### src/rtl/simple_pkg.sv
// Shared encodings for the SIMPLE core instruction sequencer: FSM states,
// opcode classes, immediate/branch sub-codes, branch conditions and strobe values.
package simple_pkg;

  typedef enum logic [2:0] {
    ST_FETCH = 3'd0,
    ST_EXEC  = 3'd1,
    ST_MEM   = 3'd2,
    ST_WB    = 3'd3,
    ST_HALT  = 3'd4
  } state_t;

  localparam logic [1:0] OP_LD  = 2'b00;
  localparam logic [1:0] OP_ST  = 2'b01;
  localparam logic [1:0] OP_IMM = 2'b10;
  localparam logic [1:0] OP_ALU = 2'b11;

  localparam logic [2:0] IMM_LI  = 3'b000;
  localparam logic [2:0] IMM_B   = 3'b100;
  localparam logic [2:0] IMM_BCC = 3'b111;

  localparam logic [2:0] COND_BE  = 3'b000;
  localparam logic [2:0] COND_BLT = 3'b001;
  localparam logic [2:0] COND_BLE = 3'b010;
  localparam logic [2:0] COND_BNE = 3'b011;

  localparam logic [3:0] ALU_NONE = 4'b1111;

  localparam logic [1:0] WB_ALU = 2'b00;
  localparam logic [1:0] WB_MDR = 2'b01;
  localparam logic [1:0] WB_IMM = 2'b10;

  function automatic logic [15:0] sext8(input logic [7:0] v);
    return {{8{v[7]}}, v};
  endfunction

endpackage

### src/rtl/branch_cond.sv
// Conditional-branch evaluator: IR[10:8] condition code against the Z/S/V flags.
// Unlisted condition codes are never taken, so they behave as NOPs.
module branch_cond
  import simple_pkg::*;
(
  input  logic [2:0] i_cond,
  input  logic       i_flag_z,
  input  logic       i_flag_s,
  input  logic       i_flag_v,
  output logic       o_taken
);

  always_comb begin
    o_taken = 1'b0;
    case (i_cond)
      COND_BE:  o_taken = i_flag_z;
      COND_BLT: o_taken = i_flag_s ^ i_flag_v;
      COND_BLE: o_taken = i_flag_z | (i_flag_s ^ i_flag_v);
      COND_BNE: o_taken = ~i_flag_z;
      default:  o_taken = 1'b0;
    endcase
  end

endmodule

### src/rtl/seq_control.sv
// Multi-cycle fetch/exec/mem/wb sequencer for the 16-bit SIMPLE core.
// Optional memory-timeout watchdog is enabled by defining SEQ_BUS_TIMEOUT_EN.
module seq_control
  import simple_pkg::*;
#(
  parameter logic [15:0] PC_RESET = 16'h0000
) (
  input  logic        CLOCK,
  input  logic        RESET,
  output logic        MEM_REQ,
  output logic        MEM_WE,
  output logic [15:0] MEM_ADDR,
  input  logic [15:0] MEM_RDATA,
  input  logic        MEM_ACK,
  input  logic [15:0] EA,
  input  logic        FLAG_Z,
  input  logic        FLAG_S,
  input  logic        FLAG_V,
  output logic [15:0] IR,
  output logic [15:0] PC,
  output logic [15:0] MDR,
  output logic [3:0]  S_ALU,
  output logic        REG_WE,
  output logic        FLAG_WE,
  output logic [1:0]  WB_SEL,
  output logic        HALTED,
  output logic        BUS_ERR
);

  state_t      r_state;
  state_t      w_state_next;
  logic        r_run;
  logic [15:0] r_pc;
  logic [15:0] r_ir;
  logic [15:0] r_mdr;
  logic [1:0]  w_op;
  logic [2:0]  w_sub;
  logic        w_cond_taken;
  logic        w_branch;
  logic        w_timeout;

  assign w_op  = r_ir[15:14];
  assign w_sub = r_ir[13:11];

  branch_cond u_branch_cond (
    .i_cond   (r_ir[10:8]),
    .i_flag_z (FLAG_Z),
    .i_flag_s (FLAG_S),
    .i_flag_v (FLAG_V),
    .o_taken  (w_cond_taken)
  );

  assign w_branch = (w_op == OP_IMM) &&
                    ((w_sub == IMM_B) || ((w_sub == IMM_BCC) && w_cond_taken));

`ifdef SEQ_BUS_TIMEOUT_EN
  logic [7:0] r_wait_cnt;
  logic       r_bus_err;

  // Counter only runs while a request is outstanding, so it is zero on every FETCH/MEM entry.
  always_ff @(posedge CLOCK or negedge RESET) begin
    if (!RESET) begin
      r_wait_cnt <= 8'd0;
      r_bus_err  <= 1'b0;
    end else begin
      if (!MEM_REQ || MEM_ACK)
        r_wait_cnt <= 8'd0;
      else if (r_wait_cnt != 8'd255)
        r_wait_cnt <= r_wait_cnt + 8'd1;
      if (w_timeout)
        r_bus_err <= 1'b1;
    end
  end

  assign w_timeout = MEM_REQ && !MEM_ACK && (r_wait_cnt == 8'd254);
  assign BUS_ERR   = r_bus_err;
`else
  assign w_timeout = 1'b0;
  assign BUS_ERR   = 1'b0;
`endif

  always_ff @(posedge CLOCK or negedge RESET) begin
    if (!RESET)
      r_state <= ST_FETCH;
    else
      r_state <= w_state_next;
  end

  // r_run holds MEM_REQ low for the reset cycle itself, while the state is already FETCH.
  always_ff @(posedge CLOCK or negedge RESET) begin
    if (!RESET) begin
      r_run <= 1'b0;
      r_pc  <= PC_RESET;
      r_ir  <= 16'h0000;
      r_mdr <= 16'h0000;
    end else begin
      r_run <= 1'b1;
      if (r_state == ST_FETCH && r_run && MEM_ACK) begin
        r_ir <= MEM_RDATA;
        r_pc <= r_pc + 16'd1;
      end else if (r_state == ST_EXEC && w_branch) begin
        r_pc <= r_pc + sext8(r_ir[7:0]);
      end
      if (r_state == ST_MEM && MEM_ACK && w_op == OP_LD)
        r_mdr <= MEM_RDATA;
    end
  end

  always_comb begin
    w_state_next = r_state;
    MEM_REQ      = 1'b0;
    MEM_WE       = 1'b0;
    MEM_ADDR     = r_pc;
    S_ALU        = ALU_NONE;
    REG_WE       = 1'b0;
    FLAG_WE      = 1'b0;
    WB_SEL       = WB_ALU;
    case (r_state)
      ST_FETCH: begin
        MEM_REQ = r_run;
        if (r_run && MEM_ACK)
          w_state_next = ST_EXEC;
      end
      ST_EXEC: begin
        w_state_next = ST_FETCH;
        case (w_op)
          OP_ALU: begin
            if (r_ir[7:4] == ALU_NONE) begin
              w_state_next = ST_HALT;
            end else begin
              S_ALU   = r_ir[7:4];
              REG_WE  = 1'b1;
              FLAG_WE = 1'b1;
            end
          end
          OP_LD, OP_ST: w_state_next = ST_MEM;
          default: begin
            if (w_sub == IMM_LI) begin
              REG_WE = 1'b1;
              WB_SEL = WB_IMM;
            end
          end
        endcase
      end
      ST_MEM: begin
        MEM_REQ  = 1'b1;
        MEM_WE   = (w_op == OP_ST);
        MEM_ADDR = EA;
        if (MEM_ACK)
          w_state_next = (w_op == OP_ST) ? ST_FETCH : ST_WB;
      end
      ST_WB: begin
        REG_WE       = 1'b1;
        WB_SEL       = WB_MDR;
        w_state_next = ST_FETCH;
      end
      ST_HALT: w_state_next = ST_HALT;
      default: w_state_next = ST_FETCH;
    endcase
    if (w_timeout)
      w_state_next = ST_HALT;
  end

  assign IR     = r_ir;
  assign PC     = r_pc;
  assign MDR    = r_mdr;
  assign HALTED = (r_state == ST_HALT);

endmodule

### config.mk
export PLATFORM = sky130hd
export DESIGN_NAME = seq_control
export DESIGN_NICKNAME = d
export VERILOG_FILES = /design/src/rtl/simple_pkg.sv /design/src/rtl/branch_cond.sv /design/src/rtl/seq_control.sv
export SDC_FILE = /design/constraint.sdc
export NUM_CORES = 1
export LEC_CHECK = 0
export CAP_MARGIN = 20
export CORE_MARGIN = 4
export CORE_UTILIZATION = 41
export CTS_BUF_LIST = sky130_fd_sc_hd__clkbuf_8
export CTS_CLUSTER_DIAMETER = 60
export CTS_CLUSTER_SIZE = 12
export DETAILED_ROUTE_END_ITERATION = 10
export PLACE_DENSITY = 0.76
export SYNTH_ARGS = -nofsm -noshare
export SYNTH_HDL_FRONTEND = slang
export SYNTH_SLANG_ARGS = --single-unit
### constraint.sdc
create_clock -name CLOCK -period 8.4 [get_ports CLOCK]
set_input_delay 2.1 -clock CLOCK [delete_from_list [all_inputs] [get_ports CLOCK]]
set_output_delay 2.1 -clock CLOCK [all_outputs]
set_load 0.005 [all_outputs]
* Word level (Yosys, flattened, before mapping)
Index checks and enable logic that the tools add are counted.
** Cells by class
- Add/subtract/negate cells :: 2
- Equal/unequal tests :: 15
- Mux-type cells :: 24
- Bitwise logic cells :: 3
- Reductions and logical operators :: 17
** Operators by type and width (count)
- $mux 16 :: 3
- $add 16x1->16 const B :: 1
- $add 16x16->16 :: 1
- $eq 3x2->1 const B :: 4
- $mux 4 :: 3
- $pmux 3 s4 :: 1
- $eq 3x3->1 const B :: 3
- $logic_not 3->1 :: 3
- $mux 3 :: 3
- $logic_and 1x1->1 :: 8
- $eq 3x1->1 const B :: 2
- $mux 2 :: 3
- $pmux 1 s2 :: 3
- $pmux 3 s2 :: 1
- $mux 1 :: 5
- $eq 2x2->1 const B :: 2
- $eq 4x4->1 const B :: 1
- $pmux 1 s4 :: 1
- $pmux 2 s2 :: 1
- $reduce_or 3->1 :: 1
- $eq 2x1->1 const B :: 1
- $logic_not 2->1 :: 1
- $ne 2x1->1 const B :: 1
- $ne 2x2->1 const B :: 1
- 7 further kinds :: 7
** Storage, ports and cells
- Flip-flop bits (word level) :: 52
- Input port bits :: 38
- Output and inout port bits :: 76
- Logic and storage cells :: 66

* Longest topological paths before layout
Gate-level depths: netlist of the first run.
- Depth after elaboration :: 9
- Gate-level depth with buffers :: 12
- Depth with buffers taken out :: 11

* Hierarchy
From an unflattened synthesis of the first run, not the netlist that was laid out.
** Unflattened totals
- Cell total of the unflattened synthesis :: 262
- Area, all modules :: 2889.0 µm²
** Modules (own cells, without submodules)
- seq_control :: instances 1, cells each 256, area each 2847.7 µm², seq. area each 1301.2 µm²
- branch_cond :: instances 1, cells each 6, area each 41.3 µm², seq. area each 0.0 µm²

* Worst setup path before layout of the first run
Ideal clock, no wire load.
- Path kind :: input to register
- Start :: in MEM_ACK
- End :: reg r_pc[14], in the netlist PC[14]
- Library setup time :: 80 ps
- Data arrival time :: 4561 ps
- Data required time :: 8320 ps
- Path slack :: 3759 ps
- Stages :: 12
- Buffers on the path :: 1
- Cells stage by stage :: nand2_1 nor4_2 clkbuf_1 or2_2 ha_1 fa_1 a211oi_1 nor2_1 o41a_1 and4_1 o21ai_1 xnor2_1
** Between the ends
- Cells in the longest elaborated chain, start to end :: 2
- Elaborated cells between the ends (all ways) :: 3
- Classes of those cells :: 1 x mux; 2 x reduce/logical
** RTL lines
- start: declaration :: line seq_control.sv:14 : input logic MEM_ACK,
- $logic_and 1x1->1 * :: line seq_control.sv:98 : if (r_state == ST_FETCH && r_run && MEM_ACK) begin
- $mux 16 / $reduce_bool 2->1 (equally long branches)
- end signal: assignment :: line seq_control.sv:100 : r_pc <= r_pc + 16'd1;
- end signal: assignment :: line seq_control.sv:102 : r_pc <= r_pc + sext8(r_ir[7:0]);
- end: declaration :: line seq_control.sv:33 : logic [15:0] r_pc;
Mark *: on every way between the ends. The rest lies on a longest branch, timed or not.
A chain may end at the register's enable or synchronous reset.

* Worst setup path in the final report of the first run
- Start :: in EA[7]
- End :: out MEM_ADDR[7]
** Between the ends
- Cells in the longest elaborated chain, start to end :: 1
** RTL lines
- start: declaration :: line seq_control.sv:15 : input logic [15:0] EA,
- $mux 16 :: line seq_control.sv:118 : case (r_state)
- end: declaration :: line seq_control.sv:12 : output logic [15:0] MEM_ADDR,
No other way between the ends.

==> results of run 1 <==
## per-layer routing
metal / vias up / global-route usage (%) / share of wire [%]
met2: 76 / 30.7 / 50
met5: - / 0 / 0
li1: 1119 / - / -
met4: 0 / 5.45 / 1.5
met3: 10 / 4.51 / 6.5
met1: 1125 / 21.5 / 42
## synth_stat cells, types with 2 or more instances
library cell / number / area (um2)
sky130_fd_sc_hd__o21a_1: 3 / 22.5
sky130_fd_sc_hd__o21ai_0: 2 / 10.0
sky130_fd_sc_hd__mux2_2: 31 / 349
sky130_fd_sc_hd__nor4_2: 2 / 25.0
sky130_fd_sc_hd__nor4_1: 2 / 12.5
sky130_fd_sc_hd__buf_2: 9 / 45.0
sky130_fd_sc_hd__nor2b_1: 8 / 50.1
sky130_fd_sc_hd__ha_1: 7 / 87.6
sky130_fd_sc_hd__mux2_1: 15 / 169
sky130_fd_sc_hd__nand4_1: 2 / 12.5
sky130_fd_sc_hd__and4_1: 2 / 17.5
sky130_fd_sc_hd__nand2b_1: 2 / 12.5
sky130_fd_sc_hd__nor3_1: 5 / 25.0
sky130_fd_sc_hd__nand2_1: 11 / 41.3
sky130_fd_sc_hd__dfrtp_1: 52 / 1300
sky130_fd_sc_hd__a211oi_1: 2 / 15.0
sky130_fd_sc_hd__or2_2: 5 / 31.3
sky130_fd_sc_hd__o21ai_1: 8 / 40.0
sky130_fd_sc_hd__conb_1: 2 / 7.51
sky130_fd_sc_hd__nand3_1: 3 / 15.0
sky130_fd_sc_hd__a21oi_1: 6 / 30.0
sky130_fd_sc_hd__xnor2_1: 14 / 123
sky130_fd_sc_hd__xor2_1: 2 / 17.5
sky130_fd_sc_hd__or3_1: 2 / 12.5
sky130_fd_sc_hd__and3_1: 7 / 43.8
sky130_fd_sc_hd__clkbuf_1: 2 / 7.51
sky130_fd_sc_hd__buf_4: 2 / 15.0
sky130_fd_sc_hd__a21o_1: 8 / 60.1
sky130_fd_sc_hd__nor2_1: 13 / 48.8
sky130_fd_sc_hd__mux2i_1: 2 / 20.0
## flip-flops by register name, indices dropped and copies added (netlist names)
name     flops
MDR         16
r_run        1
PC          16
IR          16
r_state      3
## worst max-delay path: stages
cell and delay (ps):
sky130_fd_sc_hd__clkdlybuf4s50_1 390, sky130_fd_sc_hd__mux2_2 260, sky130_fd_sc_hd__clkdlybuf4s50_1 450
## final cells by class
cell class / count / area (um2)
Fill cell: 563 / 2540
Multi-Input combinational cell: 184 / 1520
Sequential cell: 52 / 1300
Timing Repair Buffer: 116 / 1150
Tap cell: 96 / 120
Clock inverter: 3 / 90.1
Clock buffer: 5 / 68.8
Inverter: 1 / 3.75
## worst paths after layout
check / startpoint / endpoint
min in group asynchronous: RESET / PC[12]
worst max-delay path: EA[7] / MEM_ADDR[7]
worst min register to register: MDR[14] / MDR[14]
max in group asynchronous: RESET / MDR[4]
worst min-delay path: MDR[14] / MDR[14]
worst max register to register: r_state[0] / PC[8]
## metrics by stage
step	worst slack, ps	power (mW)
detailed placement	3020	1.39
CTS	3090	1.64
global route	3050	1.74
finish	3100	1.61
floorplan	3760	0.927
global placement	3100	1.37
## kinds of logic (layout without fill, tap and decap cells)
| group | Yosys count | after routing | share of synthesized area [%] |
|---|---|---|---|
| buf+inv | 14 | 125 | 2.48 |
| xor+xnor | 16 | 16 | 4.87 |
| mux | 48 | 48 | 18.7 |
| simple gates | 72 | 72 | 15.2 |
| flops | 52 | 52 | 45.2 |
| compound gates | 38 | 38 | 9.60 |
| other cells | 2 | 2 | 0.261 |
| fa+ha+maj | 8 | 8 | 3.74 |
## power by group through the flow
stage	Combinational [mW]	Clock (mW)	Sequential, mW
CTS	0.891	0.236	0.510
floorplan	0.451	0	0.476
finish	0.873	0.229	0.508
global placement	0.863	0	0.507
global route	0.958	0.246	0.533
detailed placement	0.879	0	0.513
==> Implementation_results.wiki, run 1 <==
{| class="wikitable"
! Metric !! Value
|-
| Diodes inserted || 0
|-
| Filler-free cell count of the finished design || 457
|-
| Boundary Pins || 114
|-
| Mean Syn Cell Area || 11.5 um2
|-
| Number of detailed-routing iterations run before antenna repair || 4
|-
| Cell at the root of the clock tree || sky130_fd_sc_hd__clkbuf_8
|-
| Final routed wire length divided by cell count || 15.5 um
|-
| Sort of element at the start of the critical path || input pin
|-
| Die Outline Area || 8430 um2
|-
| Combinational share of power || 54.2%
|-
| Number of vias after detailed routing || 2,330
|-
| Max Clock Skew || 4.46 ps
|-
| # H-tree levels || 2
|-
| Number of antenna violations at the first check in global routing || 0
|-
| Power density normalized to cell area || 379 nW/um2
|-
| Register clock-pin slew on the reported worst setup and hold paths || 90 ps
|-
| # resized after CTS || 0
|-
| Global-route wire length before repair || 12,100 um
|-
| Initial detailed-routing violation count || 72
|-
| Number of synthesized flops with an enable pin || 0
|-
| Post-route clock period utilization || 63.2%
|-
| Worst hold path depth || 1
|-
| Hold-fix buffers at CTS || 0
|-
| Final-report setup violation count || 0
|-
| Number of global-route vias before repair || 2,471
|-
| Share of total power consumed by net switching || 33.7%
|-
| Count of warnings emitted by yosys || 0
|-
| Worst vdd rail ir drop || 0.221 mV
|-
| Leading cell types in the layout, fill and taps excluded || 111 x sky130_fd_sc_hd__clkdlybuf4s50_1, 52 x sky130_fd_sc_hd__dfrtp_1, 31 x sky130_fd_sc_hd__mux2_2
|-
| Commonest non-fill, non-tap cell in the layout || sky130_fd_sc_hd__clkdlybuf4s50_1
|-
| Clock latency on the worst-skew pair || 300 ps
|-
| Relative contribution of sequential cells to total power || 31.5%
|-
| Top achievable clock speed || 189 MHz
|-
| Critical Path Sink Type || primary output
|-
| Static Leak || 1.78 nW
|-
| Pin count of the biggest net entering global routing || 53
|-
| Share of post-route cells with drive strength above 1 || 16.1%
|-
| Share of the core filled with cells in the final layout || 62.6%
|-
| Fin Setup TNS || 0 ps
|-
| Post-DP Area || 4090 um2
|-
| Max Cap Violations || 0
|-
| Placed Instances || 449
|-
| Worst R2R Path Depth || 11
|-
| Flop-to-flop setup slack || 5180 ps
|-
| Setup repair after global routing missed its margin || false
|-
| Final instance area || 4250 um2
|-
| Worst EP required || 6300 ps
|-
| Tightest Pin Transition || 649 ps
|-
| Highest net fanout along the worst path || 1
|-
| Proportion of synthesized chip area in sequential cells || 45.2%
|-
| Final net count || 406
|-
| Top flip-flop cell by instance count after synthesis || sky130_fd_sc_hd__dfrtp_1
|-
| Critical Setup Path Class || input pin to primary output
|-
| Class of the most critical hold timing path || flop to flop
|-
| DRC violations left || 0
|-
| TritonCTS clock tree || built
|-
| Rel. slew slack || 56.8%
|-
| Avg Vias per Cell || 5.10
|-
| Unique cell type count in the Yosys netlist || 49
|-
| Total of flip-flops plus latches after synthesis || 52
|-
| Effective utilization at floorplan || 42.4%
|-
| Internal Dissipation || 1.07 mW
|-
| CP arrival || 3200 ps
|-
| Chip Height || 91.8 um
|-
| Buffer levels on the longest clock path || 2
|-
| Area growth from synthesis to layout || 47.6%
|-
| Post-route ant nets || 0
|-
| Total Routed Length || 7110 um
|-
| Global placement routability congestion || 0.785
|-
| Max-slew violations || 0
|-
| Clk network pwr share || 14.3%
|-
| Post-Syn Nets || 296
|-
| NetSw || 0.543 mW
|-
| Setup repair bufs after CTS || 0
|-
| Die W || 91.8 um
|-
| Final HPWL DP || 5410 um
|-
| Combined area of all synthesized cells || 2880 um2
|-
| Global Route Usage Sum || 17.7%
|-
| Number of hold-slack violations in the final timing report || 0
|-
| Number of sinks handled by clock tree synthesis || 52
|-
| Share of flip-flops with an asynchronous set or reset after synthesis || 100%
|-
| Number of input and output port buffers inserted || 112
|-
| Core area || 6790 um2
|-
| Placement row count || 30
|-
| Status || finished clean
|-
| Clock buffers created by TritonCTS || 5
|-
| Grt ovf || 0
|-
| Number of standard cells after synthesis || 250
|-
| Worst hold slack after final layout || 492 ps
|-
| Minimum period implied by the final worst setup slack || 5300 ps
|}
(Power assumes the default switching activity.)
==> run 2: changes to the inputs <==
clock period = 5 ns   (was 8.4 ns; I/O delays follow)
==> Implementation_results.wiki, run 2 (synthesis results as in run 1) <==
{| class="wikitable"
! Metric !! Value
|-
| Final-report setup violation count || 0
|-
| Post-route ant nets || 0
|-
| Critical Setup Path Class || input pin to flop
|-
| Critical Path Sink Type || flop
|-
| Buffer levels on the longest clock path || 2
|-
| DRC violations left || 0
|-
| Initial detailed-routing violation count || 46
|-
| Highest net fanout along the worst path || 11
|-
| Pin count of the biggest net entering global routing || 53
|-
| Worst-path cell with the longest stage delay || sky130_fd_sc_hd__clkdlybuf4s50_1
|-
| Top achievable clock speed || 239 MHz
|-
| Share of post-route cells with drive strength above 1 || 15.8%
|-
| Max-slew violations || 0
|-
| Fill cell count || 567
|-
| Area growth from synthesis to layout || 45.8%
|-
| Commonest non-fill, non-tap cell in the layout || sky130_fd_sc_hd__clkdlybuf4s50_1
|-
| Critical path cell sequence || clkdlybuf4s50_1 > nand2_1 > nor4_4 > nor2b_1 > fa_1 > a211oi_1 > nor2_1 > o41a_1 > and4_1 > o21ai_1 > xnor2_1
|-
| Post-route clock period utilization || 83.7%
|-
| # resized after CTS || 0
|-
| Share of the core filled with cells in the final layout || 61.8%
|-
| Max Cap Violations || 0
|-
| Final net count || 406
|-
| Number of detailed-routing iterations run before antenna repair || 4
|-
| Final HPWL DP || 5390 um
|-
| Cell at the root of the clock tree || sky130_fd_sc_hd__clkbuf_8
|-
| Minimum period implied by the final worst setup slack || 4180 ps
|-
| Setup WS pre-CTS || 525 ps
|-
| Number of hold-slack violations in the final timing report || 0
|-
| Core area || 6790 um2
|-
| Most crowded layer after global routing || met2
|-
| Number of sinks handled by clock tree synthesis || 52
|-
| Boundary Pins || 114
|-
| Clock latency on the worst-skew pair || 300 ps
|-
| Number of global-route vias before repair || 2,322
|-
| Multi-input gate area in the final layout || 1520 um2
|-
| Global-route wire length before repair || 11,600 um
|-
| R2r startpoint || r_state[0]
|-
| Number of input and output port buffers inserted || 112
|-
| Global Route Usage Sum || 17.0%
|-
| CP delay by family, top || simple AND/OR/NAND/NOR gates
|-
| Worst hold start || MDR[14]
|-
| Avg Vias per Cell || 5.11
|-
| Static Leak || 1.76 nW
|-
| Die Outline Area || 8430 um2
|-
| Fraction of met2 tracks used by global routing || 28.2%
|-
| CP arrival || 4410 ps
|-
| Chip Height || 91.8 um
|-
| Total Routed Length || 7090 um
|-
| Clock buffers created by TritonCTS || 5
|-
| Class of the most critical hold timing path || flop to flop
|-
| Number of vias after detailed routing || 2,335
|-
| Register clock-pin slew on the reported worst setup and hold paths || 90 ps
|-
| Global placement routability congestion || 0.755
|-
| Placement row count || 30
|-
| Die W || 91.8 um
|-
| Critical path's largest stage delay || 540 ps
|-
| Worst EP required || 5230 ps
|-
| Post-DP Area || 4090 um2
|-
| Leading cell types in the layout, fill and taps excluded || 111 x sky130_fd_sc_hd__clkdlybuf4s50_1, 52 x sky130_fd_sc_hd__dfrtp_1, 31 x sky130_fd_sc_hd__mux2_2
|-
| Sequential Area || 1300 um2
|-
| Setup repair bufs after CTS || 0
|-
| Max Clock Skew || 5.13 ps
|-
| Status || finished clean
|-
| Effective utilization at floorplan || 42.4%
|-
| Fin Setup TNS || 0 ps
|-
| TritonCTS clock tree || built
|-
| Power density normalized to cell area || 618 nW/um2
|-
| Grt ovf || 0
|-
| Tightest Pin Transition || 666 ps
|-
| Number of antenna violations at the first check in global routing || 0
|-
| Sort of element at the start of the critical path || input pin
|-
| Worst vdd rail ir drop || 0.359 mV
|-
| Global-route track usage on met3 || 5.41%
|-
| Post-route worst setup slack || 817 ps
|-
| Diodes inserted || 0
|-
| # H-tree levels || 2
|-
| Met1 track utilization from global routing || 21.4%
|-
| CP Launch Point || MEM_ACK
|-
| Flop-to-flop setup slack || 1790 ps
|-
| Setup repair after global routing missed its margin || false
|-
| Power, Total || 2.60 mW
|-
| Final instance area || 4200 um2
|-
| Hold-fix buffers at CTS || 0
|-
| Final routed wire length divided by cell count || 15.5 um
|-
| Rel. slew slack || 55.6%
|-
| Buffers & Inverters on Critical Path || 1
|}
-- run 2: cell count changes in the layout (fill, tap and decap cells not counted) --
cell	delta
sky130_fd_sc_hd__inv_1	+1
sky130_fd_sc_hd__bufinv_16	-2
sky130_fd_sc_hd__clkinv_2	+1
-- run 2: through the flow --
step | cells | hold WS (ps)
finish | 457 | 500
global route | 457 | 517
CTS | 457 | 506
detailed placement | 449 | 484
global placement | 449 | 475
floorplan | 250 | 485
-- run 2: path summary, 6_finish.rpt --
check                           cells after the start      end
worst max-delay path                               11   PC[14]
worst min-delay path                                1  MDR[14]
worst max register to register                      9   PC[14]
worst min register to register                      1  MDR[14]
max in group asynchronous                           2   PC[15]
min in group asynchronous                           2   PC[11]
-- run 2: worst register-to-register path, delay by kind of cell (launching register included) --
family / cells / cell delay [ps]
simple gates: 4 / 1140
compound gates: 3 / 850
fa+ha+maj: 1 / 480
flops: 1 / 520
xor+xnor: 1 / 150
-- run 2: final cells by class --
| cell class | instances | share of cell area (%) |
|---|---|---|
| Multi-Input combinational cell | 184 | 36.2 |
| Sequential cell | 52 | 31.0 |
| Timing Repair Buffer | 116 | 27.3 |
| Tap cell | 96 | 2.86 |
| Clock buffer | 5 | 1.64 |
| Clock inverter | 3 | 0.923 |
| Inverter | 1 | 0.0894 |
-- run 2: report_power, final --
| part | total, mW | switching (mW) | internal (mW) |
|---|---|---|---|
| Sequential | 0.850 | 0.231 | 0.620 |
| Combinational | 1.46 | 0.539 | 0.922 |
| Clock | 0.284 | 0.137 | 0.147 |
| Total | 2.60 | 0.907 | 1.69 |
-- run 2: metal layers --
metal  routed length, um  up-vias
met5                   0        -
met4                  68        0
met3                 496        4
met2                3380       75
met1                3150     1139
li1                    -     1117
==> run 3: changes to the inputs <==
clock period = 3.95 ns   (was 5 ns; I/O delays follow)
==> Implementation_results.wiki, run 3 (synthesis results as in run 1) <==
{| class="wikitable"
! Metric !! Value
|-
| Status || finished clean
|-
| Last element of the critical path || PC[9]
|-
| # resized after CTS || 0
|-
| Number of hold-slack violations in the final timing report || 0
|-
| Global Route Usage Sum || 17.9%
|-
| Final net count || 411
|-
| Critical Setup Path Class || input pin to flop
|-
| CP delay by family, top || compound AO/OA/AOI/OAI gates
|-
| Worst R2R Path Depth || 9
|-
| Setup repair bufs after CTS || 0
|-
| Cell at the root of the clock tree || sky130_fd_sc_hd__clkbuf_8
|-
| Rel. slew slack || 61.1%
|-
| Boundary Pins || 114
|-
| Buffers & Inverters on Critical Path || 2
|-
| Diodes inserted || 0
|-
| Combinational share of power || 57.1%
|-
| Number of antenna violations at the first check in global routing || 0
|-
| Number of detailed-routing iterations run before antenna repair || 4
|-
| Power density normalized to cell area || 782 nW/um2
|-
| Filler-free cell count of the finished design || 462
|-
| Max-slew violations || 0
|-
| Number of input and output port buffers inserted || 112
|-
| Buffer levels on the longest clock path || 2
|-
| Clock buffers created by TritonCTS || 5
|-
| Post-route clock period utilization || 92.1%
|-
| Final instance area || 4220 um2
|-
| Top achievable clock speed || 275 MHz
|-
| Pin count of the biggest net entering global routing || 28
|-
| Number of vias after detailed routing || 2,351
|-
| CP arrival || 3830 ps
|-
| Die W || 91.8 um
|-
| Final HPWL DP || 5630 um
|-
| Worst-path cell with the longest stage delay || sky130_fd_sc_hd__clkdlybuf4s50_1
|-
| Die Outline Area || 8430 um2
|-
| Fill cell count || 562
|-
| Hold-fix buffers at CTS || 0
|-
| Placed Instances || 454
|-
| Effective utilization at floorplan || 42.4%
|-
| Total Routed Length || 7410 um
|-
| Worst hold start || MDR[14]
|-
| Share of post-route cells with drive strength above 1 || 16.9%
|-
| Critical path cell sequence || clkdlybuf4s50_1 > nand2_1 > nor4_4 > buf_4 > nor2b_1 > ha_1 > a2111o_1 > o21a_1 > nor4_1 > o21ai_1 > xnor2_1
|-
| DRC violations left || 0
|-
| Final-report setup violation count || 0
|-
| Fin Setup TNS || 0 ps
|-
| Number of gates on the worst path with buffers counted || 11
|-
| Clock latency on the worst-skew pair || 310 ps
|-
| Setup repair after global routing missed its margin || false
|-
| Internal Dissipation || 2.11 mW
|-
| Avg Vias per Cell || 5.09
|-
| Relative contribution of sequential cells to total power || 33.1%
|-
| NetSw || 1.19 mW
|-
| Register clock-pin slew on the reported worst setup and hold paths || 100 ps
|-
| R2r startpoint || r_state[0]
|-
| Critical path's largest stage delay || 490 ps
|-
| Number of global-route vias before repair || 2,395
|-
| Number of sinks handled by clock tree synthesis || 52
|-
| Worst r2r dst || PC[9]
|-
| TritonCTS clock tree || built
|-
| Flop-to-flop setup slack || 900 ps
|-
| Tightest Pin Transition || 584 ps
|-
| Sort of element at the start of the critical path || input pin
|-
| Global placement routability congestion || 0.863
|-
| Minimum period implied by the final worst setup slack || 3640 ps
|-
| Clk network pwr share || 9.8%
|-
| Post-route ant nets || 0
|-
| Max Clock Skew || 6.61 ps
|-
| Grt ovf || 0
|-
| Chip Height || 91.8 um
|-
| Class of the most critical hold timing path || flop to flop
|-
| Max Cap Violations || 0
|-
| Worst EP required || 4150 ps
|-
| Share of total power consumed by net switching || 36.1%
|-
| # H-tree levels || 2
|-
| Post-DP Area || 4130 um2
|-
| Highest net fanout along the worst path || 18
|-
| Area growth from synthesis to layout || 46.7%
|-
| Worst vdd rail ir drop || 0.390 mV
|-
| Core area || 6790 um2
|-
| Placement row count || 30
|-
| Final routed wire length divided by cell count || 16.0 um
|-
| Leading cell types in the layout, fill and taps excluded || 111 x sky130_fd_sc_hd__clkdlybuf4s50_1, 52 x sky130_fd_sc_hd__dfrtp_1, 31 x sky130_fd_sc_hd__mux2_2
|-
| Commonest non-fill, non-tap cell in the layout || sky130_fd_sc_hd__clkdlybuf4s50_1
|-
| CP Launch Point || MEM_ACK
|-
| Global-route wire length before repair || 12,200 um
|-
| Critical Path Sink Type || flop
|-
| Static Leak || 1.78 nW
|-
| Initial detailed-routing violation count || 99
|}
-- run 3: cell types whose count changed in the layout (fill, tap and decap cells not counted) --
cell,before,now
sky130_fd_sc_hd__buf_4,4,9
sky130_fd_sc_hd__bufinv_16,1,0
sky130_fd_sc_hd__clkbuf_8,5,6
sky130_fd_sc_hd__clkinv_2,1,0
sky130_fd_sc_hd__clkinvlp_4,0,1
-- run 3: final cells by class --
class | count | area (um2) | share of cell area, %
well taps | 96 | 120 | 2.84
multi-input cells | 184 | 1520 | 36.0
flip-flops and latches | 52 | 1300 | 30.8
clock buffers | 6 | 82.6 | 1.95
clock inverters | 2 | 11.3 | 0.267
repair buffers | 121 | 1180 | 28.0
inverters | 1 | 3.75 | 0.0889
-- run 3: routing by layer --
| layer | share of wire, % | vias up | global-route usage, % |
|---|---|---|---|
| met5 | 0 | - | 0 |
| met4 | 1.4 | 0 | 5.82 |
| met3 | 7.1 | 7 | 4.92 |
| met2 | 47 | 73 | 29.0 |
| met1 | 45 | 1148 | 23.1 |
| li1 | - | 1123 | - |
-- run 3: worst min path at each step --
stage / depth (start not counted) / end / slack, ps
after global placement: 1 / MDR[7] / 480
final: 1 / MDR[14] / 500
after floorplan: 1 / PC[15] / 490
after global routing: 1 / MDR[7] / 520
after CTS: 1 / MDR[14] / 500
after detailed placement: 1 / MDR[14] / 480
-- run 3: power groups by stage --
stage               Clock (mW)  Sequential (mW)  Combinational (mW)
finish                   0.323             1.09                1.89
global route             0.346             1.14                2.06
global placement             0             1.09                1.87
CTS                      0.329             1.09                1.91
floorplan                    0             1.01               0.960
detailed placement           0             1.10                1.89
-- run 3: through the flow --
stage               hold slack, ps  util (%)  total power, mW  setup slack (ps)
CTS                            502      62.2             3.33               308
finish                         498      62.2             3.30               314
floorplan                      485         -             1.97               421
detailed placement             482      60.8             2.99              25.7
global placement               476      60.8             2.96              95.7
global route                   519      62.2             3.55               105
